==> src/rtl/sync_event_capture_pkg.sv <==
// sync_event_pkg: edge codes, filter state encoding and event record sizing shared by the capture block.
package sync_event_pkg;
  localparam logic EDGE_RISE = 1'b1;
  localparam logic EDGE_FALL = 1'b0;
  typedef enum logic [1:0] {STABLE_LO, PEND_HI, STABLE_HI, PEND_LO} filt_state_t;
  function automatic int rec_width(input int ts_width);
    return ts_width + 1;
  endfunction
endpackage

==> src/rtl/sync_event_capture_if.sv <==
// sync_event_capture_if: valid/ready event stream carrying {edge_type, timestamp} records.
interface sync_event_capture_if #(parameter int TS_WIDTH = 8);
  logic out_valid;
  logic out_ready;
  logic [sync_event_pkg::rec_width(TS_WIDTH)-1:0] out_data;
  modport master(output out_valid, output out_data, input out_ready);
  modport slave(input out_valid, input out_data, output out_ready);
endinterface

==> src/rtl/sync_event_capture_fifo.sv <==
// sync_event_fifo: small register FIFO whose head entry is presented straight from flops.
module sync_event_fifo #(
  parameter int DEPTH = 4,
  parameter int WIDTH = 9
) (
  input  logic             clk,
  input  logic             rst_n,
  input  logic             clr,
  input  logic             push,
  input  logic             pop,
  input  logic [WIDTH-1:0] din,
  output logic [WIDTH-1:0] dout,
  output logic             full,
  output logic             empty
);
  localparam int AW = $clog2(DEPTH);
  logic [WIDTH-1:0] mem [DEPTH];
  logic [AW-1:0] wr_ptr, rd_ptr;
  logic [AW:0] occ;
  logic wr_en, rd_en;
  assign full  = occ == (AW+1)'(DEPTH);
  assign empty = occ == '0;
  assign rd_en = pop && !empty;
  // a full queue still accepts a write when the head leaves in the same cycle
  assign wr_en = push && (!full || rd_en);
  assign dout  = mem[rd_ptr];
  always_ff @(posedge clk or negedge rst_n) begin
    if (!rst_n) begin
      mem    <= '{default: '0};
      wr_ptr <= '0;
      rd_ptr <= '0;
      occ    <= '0;
    end else if (clr) begin
      wr_ptr <= '0;
      rd_ptr <= '0;
      occ    <= '0;
    end else begin
      if (wr_en) mem[wr_ptr] <= din;
      wr_ptr <= wr_en ? wr_ptr + AW'(1) : wr_ptr;
      rd_ptr <= rd_en ? rd_ptr + AW'(1) : rd_ptr;
      occ    <= occ + (AW+1)'(wr_en) - (AW+1)'(rd_en);
    end
  end
endmodule

==> src/rtl/sync_event_capture.sv <==
// sync_event_capture: glitch-filters a synchronized level and queues timestamped rise/fall events.
module sync_event_capture
  import sync_event_pkg::*;
#(
  parameter int FILT_CYCLES = 2,
  parameter int TS_WIDTH    = 8,
  parameter int DEPTH       = 4,
  parameter int CNT_WIDTH   = 8
) (
  input  logic                 clk,
  input  logic                 rst_n,
  input  logic                 sync_in,
  input  logic                 clr,
  sync_event_capture_if.master evt,
  output logic                 overflow,
  output logic [CNT_WIDTH-1:0] event_cnt,
  output logic                 filt_level
);
  localparam int RW = rec_width(TS_WIDTH);
  localparam int FW = $clog2(FILT_CYCLES + 1);
  filt_state_t state, state_nxt;
  logic [FW-1:0] cnt, cnt_nxt;
  logic [TS_WIDTH-1:0] ts;
  logic stable, diff, det, push, pop, full, empty, accept;
  assign stable     = state == STABLE_LO || state == STABLE_HI;
  assign filt_level = state == STABLE_HI || state == PEND_LO;
  assign diff       = sync_in != filt_level;
  // the count tracks differing samples already taken; det fires on the one that completes the run
  always_comb begin
    det       = diff && (stable ? FILT_CYCLES == 1 : 32'(cnt) + 1 >= FILT_CYCLES);
    cnt_nxt   = stable ? FW'(1) : cnt + FW'(1);
    state_nxt = !diff ? (filt_level ? STABLE_HI : STABLE_LO) :
                det   ? (filt_level ? STABLE_LO : STABLE_HI) :
                        (filt_level ? PEND_LO : PEND_HI);
  end
  assign push          = det && !clr;
  assign pop           = evt.out_valid && evt.out_ready;
  assign accept        = push && (!full || pop);
  assign evt.out_valid = !empty;
  always_ff @(posedge clk or negedge rst_n) begin
    if (!rst_n) begin
      state     <= STABLE_LO;
      cnt       <= '0;
      ts        <= '0;
      overflow  <= 1'b0;
      event_cnt <= '0;
    end else begin
      state     <= state_nxt;
      cnt       <= cnt_nxt;
      ts        <= ts + TS_WIDTH'(1);
      overflow  <= clr ? 1'b0 : overflow || (push && full && !pop);
      event_cnt <= clr ? '0 : (accept && event_cnt != '1) ? event_cnt + CNT_WIDTH'(1) : event_cnt;
    end
  end
  sync_event_fifo #(.DEPTH(DEPTH), .WIDTH(RW)) u_fifo (
    .clk  (clk),
    .rst_n(rst_n),
    .clr  (clr),
    .push (push),
    .pop  (pop),
    .din  ({filt_level ? EDGE_FALL : EDGE_RISE, ts}),
    .dout (evt.out_data),
    .full (full),
    .empty(empty)
  );
endmodule

==> src/flat_wrapper.sv <==
// flat-port wrapper written by rule: the top's interface ports become plain ports
module sync_event_capture_flat import sync_event_pkg::*;
#(
  parameter int FILT_CYCLES = 2,
  parameter int TS_WIDTH    = 8,
  parameter int DEPTH       = 4,
  parameter int CNT_WIDTH   = 8
)
  (clk, rst_n, sync_in, clr, overflow, event_cnt, filt_level, evt_out_valid, evt_out_data, evt_out_ready);
  sync_event_capture_if #(.TS_WIDTH(TS_WIDTH)) evt_i ();
  input  logic clk;
  input  logic rst_n;
  input  logic sync_in;
  input  logic clr;
  output logic overflow;
  output logic [CNT_WIDTH-1:0] event_cnt;
  output logic filt_level;
  output wire logic [$bits(evt_i.out_valid)-1:0] evt_out_valid;
  output wire logic [$bits(evt_i.out_data)-1:0] evt_out_data;
  input wire logic [$bits(evt_i.out_ready)-1:0] evt_out_ready;
  assign evt_out_valid = evt_i.out_valid;
  assign evt_out_data = evt_i.out_data;
  assign evt_i.out_ready = evt_out_ready;
  sync_event_capture #(.FILT_CYCLES(FILT_CYCLES), .TS_WIDTH(TS_WIDTH), .DEPTH(DEPTH), .CNT_WIDTH(CNT_WIDTH)) u_core (.clk(clk), .rst_n(rst_n), .sync_in(sync_in), .clr(clr), .evt(evt_i), .overflow(overflow), .event_cnt(event_cnt), .filt_level(filt_level));
endmodule
==> config.mk <==
export PLATFORM = sky130hd
export DESIGN_NAME = sync_event_capture_flat
export DESIGN_NICKNAME = d
export VERILOG_FILES = /design/src/rtl/sync_event_capture_pkg.sv /design/src/rtl/sync_event_capture_if.sv /design/src/rtl/sync_event_capture_fifo.sv /design/src/rtl/sync_event_capture.sv /design/src/flat_wrapper.sv
export SDC_FILE = /design/constraint.sdc
export NUM_CORES = 1
export LEC_CHECK = 0
export BUFFER_PORTS_ARGS = -buffer_cell sky130_fd_sc_hd__buf_2
export CORE_AREA = 8 8 97 99
export DETAILED_ROUTE_END_ITERATION = 16
export DIE_AREA = 0 0 105 107
export SYNTH_ARGS = -nofsm -noshare
export SYNTH_HDL_FRONTEND = slang
export SYNTH_HIERARCHICAL = 1
export SYNTH_SLANG_ARGS = --single-unit
==> constraint.sdc <==
create_clock -name clk -period 4.3 [get_ports clk]
set_input_delay 0.86 -clock clk [delete_from_list [all_inputs] [get_ports clk]]
set_output_delay 0.86 -clock clk [all_outputs]
set_load 0.05 [all_outputs]
==> results.md, run 1 <==
- LEAKAGE: 1.66 nW
- Met1 Routed Length: 2770 um
- Critical path type: flop to flop
- Netlist cell types: 44
- Slew Viols, Final: 0
- Synth Instances: 234
- Diode count: 0
- Ports: 25
- Core area: 7930 um^2
- Worst-path clk slew: 0.07 ns
- Clk_lat worst skew: 0.34 ns
- Port buffer count: 24
- Worst hold path class: flop to flop
- 1st-iter DRT viols: 59
- RSZ-0062 raised after global routing: false
- Max_cap viols: 0
- Mapped Avg Cell Area: 13.1 um^2
- Rel. slew slack: 39.3%
- Final GP Congestion: 0.748
- Sequential-to-total area share from yosys stat: 52.1%
- Layout cells sized above 1: 38.3%
- Placed cells: 358
- Post-route clock period utilization: 72.9%
- Final WS setup: 1.17 ns
- CTS Buf Count: 9
- Syn. warnings: 6
- Final ANT Viol Nets: 0
- DRC errors left: 0
- Fillers: 762
- Status: complete, no violations
- Most frequent cells in the layout: dfrtp_1 (64), mux2_2 (38), buf_2 (24)
- Finished Layout Cells: 374
- Setup_tns: 0 ns
- Pin count of the biggest net entering global routing: 37
- Num rows: 33
- DR WL met3: 209 um
- Routed WL per cell: 15.4 um
- DR WL met2: 2700 um
- Die area: 11,200 um^2
- Initial Utilization: 38.8%
- Pre-CTS WS: 1.02 ns
- Endpoints failing hold: 0
- Worst vdd ir: 153 uV
- Tmin final: 3.13 ns
- Top_reg_cell synth: dfrtp_1
- CP arrival: 3.39 ns
- Die Wd: 105 um
- TritonCTS clock tree: yes
- Sink Count: 64
- GR Util All Layers: 10.9%
- Worst EP required: 4.56 ns
- Count of final setup violators: 0
- Synth top area cells: dfrtp_1 (52%), mux2_2 (14%), mux4_2 (6.6%), ha_1 (3.7%), inv_1 (1.8%)
- Area grow syn2layout: 13.7%
- Power Density: 488 nW/um^2
- Root buffer cell: clkbuf_8
- Crit. End Element: flop
- Fraction of registers with async set/reset: 100%
- First-pass GRT wire length: 9720 um
- Tot Pwr: 1.71 mW
- Clock Path Buffers: 2
- Worst setup SP type: flop
- Via count: 1,864
- Cts hold-fix bufs: 0
- Syn_nets: 249
- Number of synthesized flops with an enable pin: 0
- Most common cell after layout, fill and taps aside: dfrtp_1
- Antenna violations before repair: 0
- Least-Margin Pin Slew: 0.906 ns
- Overflow after GRT: 0
- Htree depth: 3
- Postcts setup bufs: 0
- Critical path peak fanout: 6
- Clk_skew: 0.00724 ns
- Post_cts resized: 0
- Final wirelength: 5750 um
- Post-synth top area cell: dfrtp_1
- Synth Cell Area: 3080 um^2
- TritonRoute pass-1 iters: 4
- Fin nets: 279
- DIE HEIGHT: 107 um
- Vias in the first global route: 1,869
- Vias per inst: 4.98
- DP HPWL: 3770 um
- Top sig layer: met4
- Yosys top cell area share: 52.1%
- Fmax: 319 MHz
- FF+latch count, synth: 64
==> cells in the mapped netlist, types with 2 or more instances <==
cell type and instances:
a21oi_1 6, and2_1 2, and3_1 2, and4_1 2
buf_2 4, buf_6 2, clkbuf_1 2, dfrtp_1 64
ha_1 9, inv_1 15, mux2_2 38, mux4_2 9
nand2_1 9, nand3_1 7, nand4_1 2, nor2_1 12
nor2b_1 5, nor3_1 2, nor4bb_1 4, o21ai_0 6
o311ai_0 2, or3_1 2, xnor2_1 4, xor2_1 4
==> report_power, final <==
| group | internal, mW | switching, mW | total (mW) |
|---|---|---|---|
| Sequential | 0.686 | 0.0569 | 0.743 |
| Clock | 0.227 | 0.243 | 0.470 |
| Combinational | 0.182 | 0.314 | 0.496 |
| Total | 1.09 | 0.614 | 1.71 |
==> metrics by stage <==
step	util [%]	hold WS (ns)	cell area (um^2)
3_5_place_dp	41.9	0.426	3320
2_1_floorplan	-	0.409	3080
3_3_place_gp	41.9	0.424	3320
4_1_cts	44.1	0.437	3500
6_report	44.1	0.431	3500
5_1_grt	44.1	0.458	3500
==> area by class of cell <==
type                       count  area (um^2)  share of cell area, %
timing repair buffer          28          150                   4.29
sequential                    64         1600                   45.8
multi-input combinational    146         1380                   39.4
clock inverter                 6         43.8                   1.25
inverter                      15         56.3                   1.61
tap                          105          131                   3.75
clock buffer                  10          138                   3.93
==> worst max-delay path: stages (launching register included) <==
cell and delay (ns):
dfrtp_1 0.48, nor3_1 0.34, nor2b_1 0.21, nor4b_4 0.53, nor2b_1 0.13, inv_1 0.10
ha_1 0.22, inv_1 0.05, ha_1 0.13, inv_1 0.05, fa_1 0.36, xor2_1 0.16
and2_1 0.16, nor3_1 0.12
==> sequential cells by signal, indices dropped and copies added, names as in the netlist <==
register	cells
u_core/u_fifo/mem	36
u_core/cnt	2
u_core/ts	8
u_core/overflow	1
u_core/event_cnt	8
u_core/u_fifo/rd_ptr	2
u_core/u_fifo/occ	3
u_core/state	2
u_core/u_fifo/wr_ptr	2
==> routing by layer <==
| layer | vias to the layer above | track usage (%) |
|---|---|---|
| met5 | - | 0 |
| met4 | 0 | 4.28 |
| met3 | 5 | 3.90 |
| met2 | 20 | 16.5 |
| met1 | 943 | 14.0 |
| li1 | 896 | - |
==> cells by family after synthesis <==
kind of cell / share of synthesized area (%)
compound gates: 5.17
xor+xnor: 2.81
fa+ha+maj: 4.31
buf+inv: 3.74
flops: 52.1
mux: 20.5
simple gates: 11.4
==> final timing paths <==
kind,endpoint,cells past startpoint,slack (ns),from
max in group asynchronous,u_core/u_fifo/mem[7]$_DFFE_PN0P_,2,2.84,rst_n
worst max register to register,u_core/u_fifo/occ[2]$_DFF_PN0_,13,1.17,u_core/u_fifo/occ[1]$_DFF_PN0_
worst max-delay path,u_core/u_fifo/occ[2]$_DFF_PN0_,13,1.17,u_core/u_fifo/occ[1]$_DFF_PN0_
worst min register to register,u_core/cnt[0]$_DFF_PN0_,1,0.43,u_core/cnt[0]$_DFF_PN0_
min in group asynchronous,u_core/u_fifo/mem[9]$_DFFE_PN0P_,1,0.61,rst_n
worst min-delay path,u_core/cnt[0]$_DFF_PN0_,1,0.43,u_core/cnt[0]$_DFF_PN0_
No activity file was read; power rests on OpenSTA's default activity.
==> run 2: changes to the inputs <==
- ABC_AREA: default -> 1
- CORE_AREA: 8 8 97 99 -> 8 8 99 101
- DIE_AREA: 0 0 105 107 -> 0 0 107 109
- clock period: 4.3 -> 2.9 ns (I/O delays scaled with it)
==> results.md, run 2 <==
- Post-route clock period utilization: 85.8%
- Slew Viols, Final: 0 (unchanged)
- Max_cap viols: 0 (unchanged)
- Crit. End Element: primary output (was flop)
- Yosys top cell area share: 49.6% (was 52.1%)
- Clk_skew: 0.0126 ns (was 0.00724 ns)
- Critical path type: flop to primary output (was flop to flop)
- Status: complete, no violations (unchanged)
- Overflow after GRT: 0 (unchanged)
- Setup_tns: 0 ns (unchanged)
- Top flop regs: u_core/u_fifo/mem (36), u_core/event_cnt (8), u_core/ts (8) (unchanged)
- Placed Area: 3480 um^2 (was 3320 um^2)
- Core area: 8380 um^2 (was 7930 um^2)
- Clock Path Buffers: 2 (unchanged)
- Power Density: 771 nW/um^2 (was 488 nW/um^2)
- 1st-iter DRT viols: 175 (was 59)
- Vias per inst: 4.86 (was 4.98)
- Num rows: 34 (was 33)
- Sequential-to-total area share from yosys stat: 49.6% (was 52.1%)
- Final WS setup: 0.411 ns (was 1.17 ns)
- Final ANT Viol Nets: 0 (unchanged)
- Post-synth top area cell: dfrtp_1 (unchanged)
- Rel. slew slack: 61.3% (was 39.3%)
- Internal reg-to-reg setup slack: 0.46 ns (was 1.17 ns)
- Crit path max-delay cell type: dfrtp_1 (was nor4b_4)
- Synth top area cells: dfrtp_1 (50%), nand2_1 (18%), nor2_1 (4.1%), o21ai_0 (3.6%), ha_1 (3.5%) (was dfrtp_1 (52%), mux2_2 (14%), mux4_2 (6.6%), ha_1 (3.7%), inv_1 (1.8%))
- Mapped Avg Cell Area: 8.24 um^2 (was 13.1 um^2)
- Most instantiated library cell after synthesis: nand2_1 (was dfrtp_1)
- Diode count: 0 (unchanged)
- Hold slack: 0.227 ns (was 0.431 ns)
- Port buffer count: 24 (unchanged)
- Root buffer cell: clkbuf_8 (unchanged)
- Worst hold path class: input port to asynchronous set/reset pin (was flop to flop)
- FF+latch count, synth: 64 (unchanged)
- R2R Path Start: u_core/u_fifo/occ[1]$_DFF_PN0_ (unchanged)
- Critical path peak fanout: 12 (was 6)
- Die area: 11,700 um^2 (was 11,200 um^2)
- Synth Cell Area: 3230 um^2 (was 3080 um^2)
- Fin nets: 439 (was 279)
- Fmax: 402 MHz
- Slowest stage delay, CP: 0.57 ns (was 0.53 ns)
- Netlist cell types: 29 (was 44)
- Placed cells: 521 (was 358)
- Vias in the first global route: 2,555 (was 1,869)
- Count of final setup violators: 0 (unchanged)
- Largest Register: u_core/u_fifo/mem (unchanged)
- Htree depth: 3 (unchanged)
- Ports: 25 (unchanged)
- Pin count of the biggest net entering global routing: 27 (was 37)
- GR Util All Layers: 14.2% (was 10.9%)
- Layout cells sized above 1: 16.1% (was 38.3%)
- Number of synthesized flops with an enable pin: 0 (unchanged)
- Tmin final: 2.49 ns
- Number of flip-flops under the largest register name: 36 (unchanged)
- Initial Utilization: 38.5% (was 38.8%)
- Fin area: 3710 um^2 (was 3500 um^2)
- Via count: 2,608 (was 1,864)
- Clk_lat worst skew: 0.35 ns (was 0.34 ns)
- Die Wd: 107 um (was 105 um)
- Most common cell after layout, fill and taps aside: nand2_1 (was dfrtp_1)
- Util after Layout: 44.3% (was 44.1%)
- First-pass GRT wire length: 12,900 um (was 9720 um)
- Worst-path clk slew: 0.07 ns (about the same)
- Antenna violations before repair: 0 (unchanged)
- Tot Pwr: 2.86 mW (was 1.71 mW)
- Pre-CTS WS: 0.419 ns (was 1.02 ns)
- Fraction of registers with async set/reset: 100% (unchanged)
- CTS Buf Count: 9 (unchanged)
- Sink Count: 64 (unchanged)
- Worst reg2reg endpoint: u_core/u_fifo/occ[2]$_DFF_PN0_ (unchanged)
- Endpoints failing hold: 0 (unchanged)
- Critical path, cell by cell: inv_1, o21ai_0, o22ai_1, buf_2 (was nor3_1, nor2b_1, nor4b_4, nor2b_1, inv_1, ha_1, inv_1, ha_1, inv_1, fa_1, xor2_1, and2_1, nor3_1)
- DIE HEIGHT: 109 um (was 107 um)
- RSZ-0062 raised after global routing: false (unchanged)
- Synth Instances: 392 (was 234)
- Post_cts resized: 0 (unchanged)
- Final GP Congestion: 0.774 (was 0.748)
- Routed WL per cell: 13.9 um (was 15.4 um)
- TritonCTS clock tree: yes (unchanged)
- DP HPWL: 5030 um (was 3770 um)
- Worst setup SP type: flop (unchanged)
- DRC errors left: 0 (unchanged)
- Cts hold-fix bufs: 0 (unchanged)
- TritonRoute pass-1 iters: 4 (unchanged)
- Final wirelength: 7480 um (was 5750 um)
- Most frequent cells in the layout: nand2_1 (154), dfrtp_1 (64), nor2_1 (35) (was dfrtp_1 (64), mux2_2 (38), buf_2 (24))
- LEAKAGE: 2.03 nW (was 1.66 nW)
- Worst r2r path cells: 16 (was 13)
- CP arrival: 1.91 ns (was 3.39 ns)
- Worst vdd ir: 430 uV (was 153 uV)
- Worst EP required: 2.32 ns (was 4.56 ns)
- Syn_nets: 407 (was 249)
- Finished Layout Cells: 537 (was 374)
- Postcts setup bufs: 0 (unchanged)
- Least-Margin Pin Slew: 0.580 ns (was 0.906 ns)
- Area grow syn2layout: 14.9% (was 13.7%)
- Top_reg_cell synth: dfrtp_1 (unchanged)
- Syn. warnings: 6 (unchanged)
- Synth top cells by count: nand2_1 (154), dfrtp_1 (64), nor2_1 (35) (was dfrtp_1 (64), mux2_2 (38), inv_1 (15))
==> run 2: cell type report <==
cell class | instances | area (um^2)
Clock inverter | 7 | 103
Fill cell | 834 | 4670
Inverter | 35 | 134
Sequential cell | 64 | 1600
Clock buffer | 9 | 124
Multi-Input combinational cell | 286 | 1460
Timing Repair Buffer | 28 | 150
Tap cell | 108 | 135
==> run 2: per-layer routing <==
metal  share of wire (%)  track usage (%)  vias up
met2                  47             22.3       49
met3                 3.8             2.96       11
met5                   0                0        -
li1                    -                -     1306
met1                  48             18.5     1242
met4                 1.6             6.33        0
==> run 2: cells by family after synthesis <==
family,Yosys count,share of synthesized area [%]
fa+ha+maj,10,4.11
simple gates,229,32.2
compound gates,37,6.32
flops,64,49.6
xor+xnor,10,2.71
buf+inv,42,5.11
==> run 2: critical path: cells and delay by family, from the launching register on <==
family / cells / cell delay (ns)
compound gates: 2 / 0.33
buf+inv: 2 / 0.66
flops: 1 / 0.57
==> run 2: worst max path at each step <==
stage	startpoint	endpoint	slack, ns	depth (start not counted)
2_1_floorplan	u_core/u_fifo/occ[1]$_DFF_PN0_	u_core/u_fifo/occ[2]$_DFF_PN0_	0.48	16
3_3_place_gp	clr	u_core/u_fifo/occ[2]$_DFF_PN0_	0.46	12
3_5_place_dp	clr	u_core/u_fifo/occ[2]$_DFF_PN0_	0.42	12
4_1_cts	u_core/u_fifo/rd_ptr[1]$_DFFE_PN0P_	evt_out_data[0]	0.40	4
5_1_grt	u_core/u_fifo/occ[1]$_DFF_PN0_	u_core/u_fifo/occ[2]$_DFF_PN0_	0.18	16
6_report	u_core/u_fifo/rd_ptr[1]$_DFFE_PN0P_	evt_out_data[0]	0.41	4
==> run 2: power by group <==
| part | internal (mW) | switching [mW] | total [mW] |
|---|---|---|---|
| combinational | 0.229 | 0.638 | 0.867 |
| sequential | 1.02 | 0.0957 | 1.12 |
| clock | 0.492 | 0.382 | 0.875 |
==> run 3: changes to the inputs <==
--- a/config.mk
+++ b/config.mk
@@ -7,8 +7,8 @@
 export LEC_CHECK = 0
 export ABC_AREA = 1
-export BUFFER_PORTS_ARGS = -buffer_cell sky130_fd_sc_hd__buf_2
 export CORE_AREA = 8 8 99 101
 export DETAILED_ROUTE_END_ITERATION = 16
 export DIE_AREA = 0 0 107 109
+export DONT_BUFFER_PORTS = 1
 export SYNTH_ARGS = -nofsm -noshare
 export SYNTH_HDL_FRONTEND = slang
==> constraint.sdc (replaced) <==
create_clock -name clk -period 2.9 [get_ports clk]
set_input_delay 0.435 -clock clk [delete_from_list [all_inputs] [get_ports clk]]
set_output_delay 0.435 -clock clk [all_outputs]
set_load 0.05 [all_outputs]
==> results.md, run 3 (synthesis results as in run 2) <==
- Via count: 2,506 (was 2,608)
- Htree depth: 3 (unchanged)
- Least-Margin Pin Slew: 0.610 ns (was 0.580 ns)
- Sw Ratio: 39.0% (about the same)
- Final ANT Viol Nets: 0 (unchanged)
- Sink Count: 64 (unchanged)
- CP dominant cell by count: inv_1
- Number of flip-flops under the largest register name: 36 (unchanged)
- Count of final setup violators: 0 (unchanged)
- Final wirelength: 7290 um (was 7480 um)
- Endpoints failing hold: 0 (unchanged)
- Die area: 11,700 um^2 (unchanged)
- Layout cells sized above 1: 13.0% (was 16.1%)
- First-pass GRT wire length: 12,500 um (was 12,900 um)
- Placed Area: 3420 um^2 (was 3480 um^2)
- Port buffer count: 0 (was 24)
- Die Wd: 107 um (unchanged)
- Clock Path Buffers: 2 (unchanged)
- Power Density: 765 nW/um^2 (was 771 nW/um^2)
- TritonCTS clock tree: yes (unchanged)
- Core area: 8380 um^2 (unchanged)
- Slew Viols, Final: 0 (unchanged)
- Crit path max-delay cell type: dfrtp_1 (unchanged)
- Vias per inst: 4.79 (was 4.86)
- Routed WL per cell: 13.9 um (about the same)
- DRC errors left: 0 (unchanged)
- Most frequent cells in the layout: nand2_1 (154), dfrtp_1 (64), nor2_1 (35) (unchanged)
- GR Util All Layers: 13.8% (was 14.2%)
- Tmin final: 2.54 ns (was 2.49 ns)
- Total net switching power: 1.09 mW (was 1.12 mW)
- Most common cell after layout, fill and taps aside: nand2_1 (unchanged)
- Worst-path clk slew: 0.07 ns (about the same)
- Worst setup SP type: flop (unchanged)
- Diode count: 0 (unchanged)
- CP Buf/Inv Count: 6 (was 2)
- Worst hold path class: input port to flop (was input port to asynchronous set/reset pin)
- Rel. slew slack: 59.4% (was 61.3%)
- Status: complete, no violations (unchanged)
- Postcts setup bufs: 0 (unchanged)
- Fin area: 3670 um^2 (was 3710 um^2)
- DP HPWL: 4780 um (was 5030 um)
- Largest Register: u_core/u_fifo/mem (unchanged)
- RSZ-0062 raised after global routing: false (unchanged)
- Clk_lat worst skew: 0.34 ns (was 0.35 ns)
- Ports: 25 (unchanged)
- Clk pwr share: 27.9% (was 30.6%)
- Register share of total power: 40.3% (was 39.1%)
- Antenna violations before repair: 0 (unchanged)
- Internal: 1.71 mW (was 1.74 mW)
- DIE HEIGHT: 109 um (unchanged)
- Max_cap viols: 0 (unchanged)
- LEAKAGE: 1.96 nW (was 2.03 nW)
- Critical path type: flop to flop (was flop to primary output)
- Setup_tns: 0 ns (unchanged)
- Area grow syn2layout: 13.5% (was 14.9%)
- Post-route clock period utilization: 87.5% (was 85.8%)
- Fmax: 394 MHz (was 402 MHz)
- 1st-iter DRT viols: 136 (was 175)
- Crit path max-delay family: simple AND/OR/NAND/NOR gates (was buffers and inverters)
- Slowest stage delay, CP: 0.45 ns (was 0.57 ns)
- CTS Buf Count: 9 (unchanged)
- Worst vdd ir: 306 uV (was 430 uV)
- Final GP Congestion: 0.769 (was 0.774)
- Clk_skew: 0.0108 ns (was 0.0126 ns)
- Worst EP required: 3.14 ns (was 2.32 ns)
- Root buffer cell: clkbuf_8 (unchanged)
- Critical path, cell by cell: inv_1, nand2_1, nor2_1, inv_2, nand2_1, inv_1, inv_1, nand3_4, nand2_1, ha_1, inv_1, ha_1, inv_1, fa_1, and3_1, nor3_1 (was inv_1, o21ai_0, o22ai_1, buf_2)
- Vias in the first global route: 2,513 (was 2,555)
- Crit. End Element: flop (was primary output)
- Initial Utilization: 38.5% (unchanged)
- Pin count of the biggest net entering global routing: 65 (was 27)
- CP arrival: 2.78 ns (was 1.91 ns)
- Num rows: 34 (unchanged)
- Fin nets: 425 (was 439)
- Critical path peak fanout: 6 (was 12)
- Overflow after GRT: 0 (unchanged)
- Combinational share of power: 31.8% (was 30.3%)
- Top flop regs: u_core/u_fifo/mem (36), u_core/event_cnt (8), u_core/ts (8) (unchanged)
- TritonRoute pass-1 iters: 4 (unchanged)
==> run 3: cell count changes in the layout (fill, tap and decap cells not counted), sizes merged <==
cell,before,now
bufinv,2,1
inv,37,36
clkinvlp,1,2
buf,28,13
clkbuf,9,10
dlygate4sd3,0,1
==> run 3: power groups by stage <==
stage / sequential [mW] / combinational (mW) / clock (mW)
detailed placement: 1.15 / 0.875 / 0
finish: 1.13 / 0.892 / 0.782
floorplan: 1.13 / 0.671 / 0
global placement: 1.14 / 0.861 / 0
global route: 1.15 / 0.990 / 0.842
CTS: 1.13 / 0.902 / 0.809
==> run 3: worst paths after layout <==
check	cells after the start	slack (ns)	startpoint	endpoint
max in group asynchronous	2	1.99	rst_n	u_core/u_fifo/mem[2]$_DFFE_PN0P_
hold reg to reg	1	0.44	u_core/cnt[0]$_DFF_PN0_	u_core/cnt[0]$_DFF_PN0_
setup reg to reg	16	0.36	u_core/u_fifo/occ[1]$_DFF_PN0_	u_core/u_fifo/occ[2]$_DFF_PN0_
hold / removal	1	0.16	clr	u_core/u_fifo/occ[0]$_DFF_PN0_
min in group asynchronous	2	0.65	rst_n	u_core/state[0]$_DFF_PN0_
setup / recovery	16	0.36	u_core/u_fifo/occ[1]$_DFF_PN0_	u_core/u_fifo/occ[2]$_DFF_PN0_
==> run 3: final cells by class <==
| class | instances | area (um^2) |
|---|---|---|
| Clock buffer | 10 | 138 |
| Clock inverter | 6 | 67.6 |
| Fill cell | 838 | 4710 |
| Inverter | 35 | 134 |
| Multi-Input combinational cell | 286 | 1460 |
| Sequential cell | 64 | 1600 |
| Tap cell | 108 | 135 |
| Timing Repair Buffer | 14 | 128 |
==> run 3: timing repair <==
action,CTS,global route
setup endpoints to repair,0,0
hold buffers,2,0
gates resized for setup,0,0
hold endpoints to repair,64,0
==> run 3: metal layers <==
layer	GRT usage (%)	vias up	routed length, um
met5	0	-	0
li1	-	1276	-
met1	17.1	1192	3470
met4	6.73	0	116
met2	22.0	30	3410
met3	3.31	8	290
==> run 3: through the flow <==
stage / power [mW] / util, % / hold WS (ns) / instances / worst slack, ns
after global placement: 2.00 / 40.8 / 0.141 / 505 / 0.542
after detailed placement: 2.02 / 40.8 / 0.141 / 505 / 0.414
final: 2.80 / 43.7 / 0.158 / 523 / 0.361
after floorplan: 1.80 / - / 0.139 / 392 / 0.481
after CTS: 2.84 / 43.7 / 0.139 / 523 / 0.385
after global routing: 2.98 / 43.7 / 0.146 / 523 / 0.0176
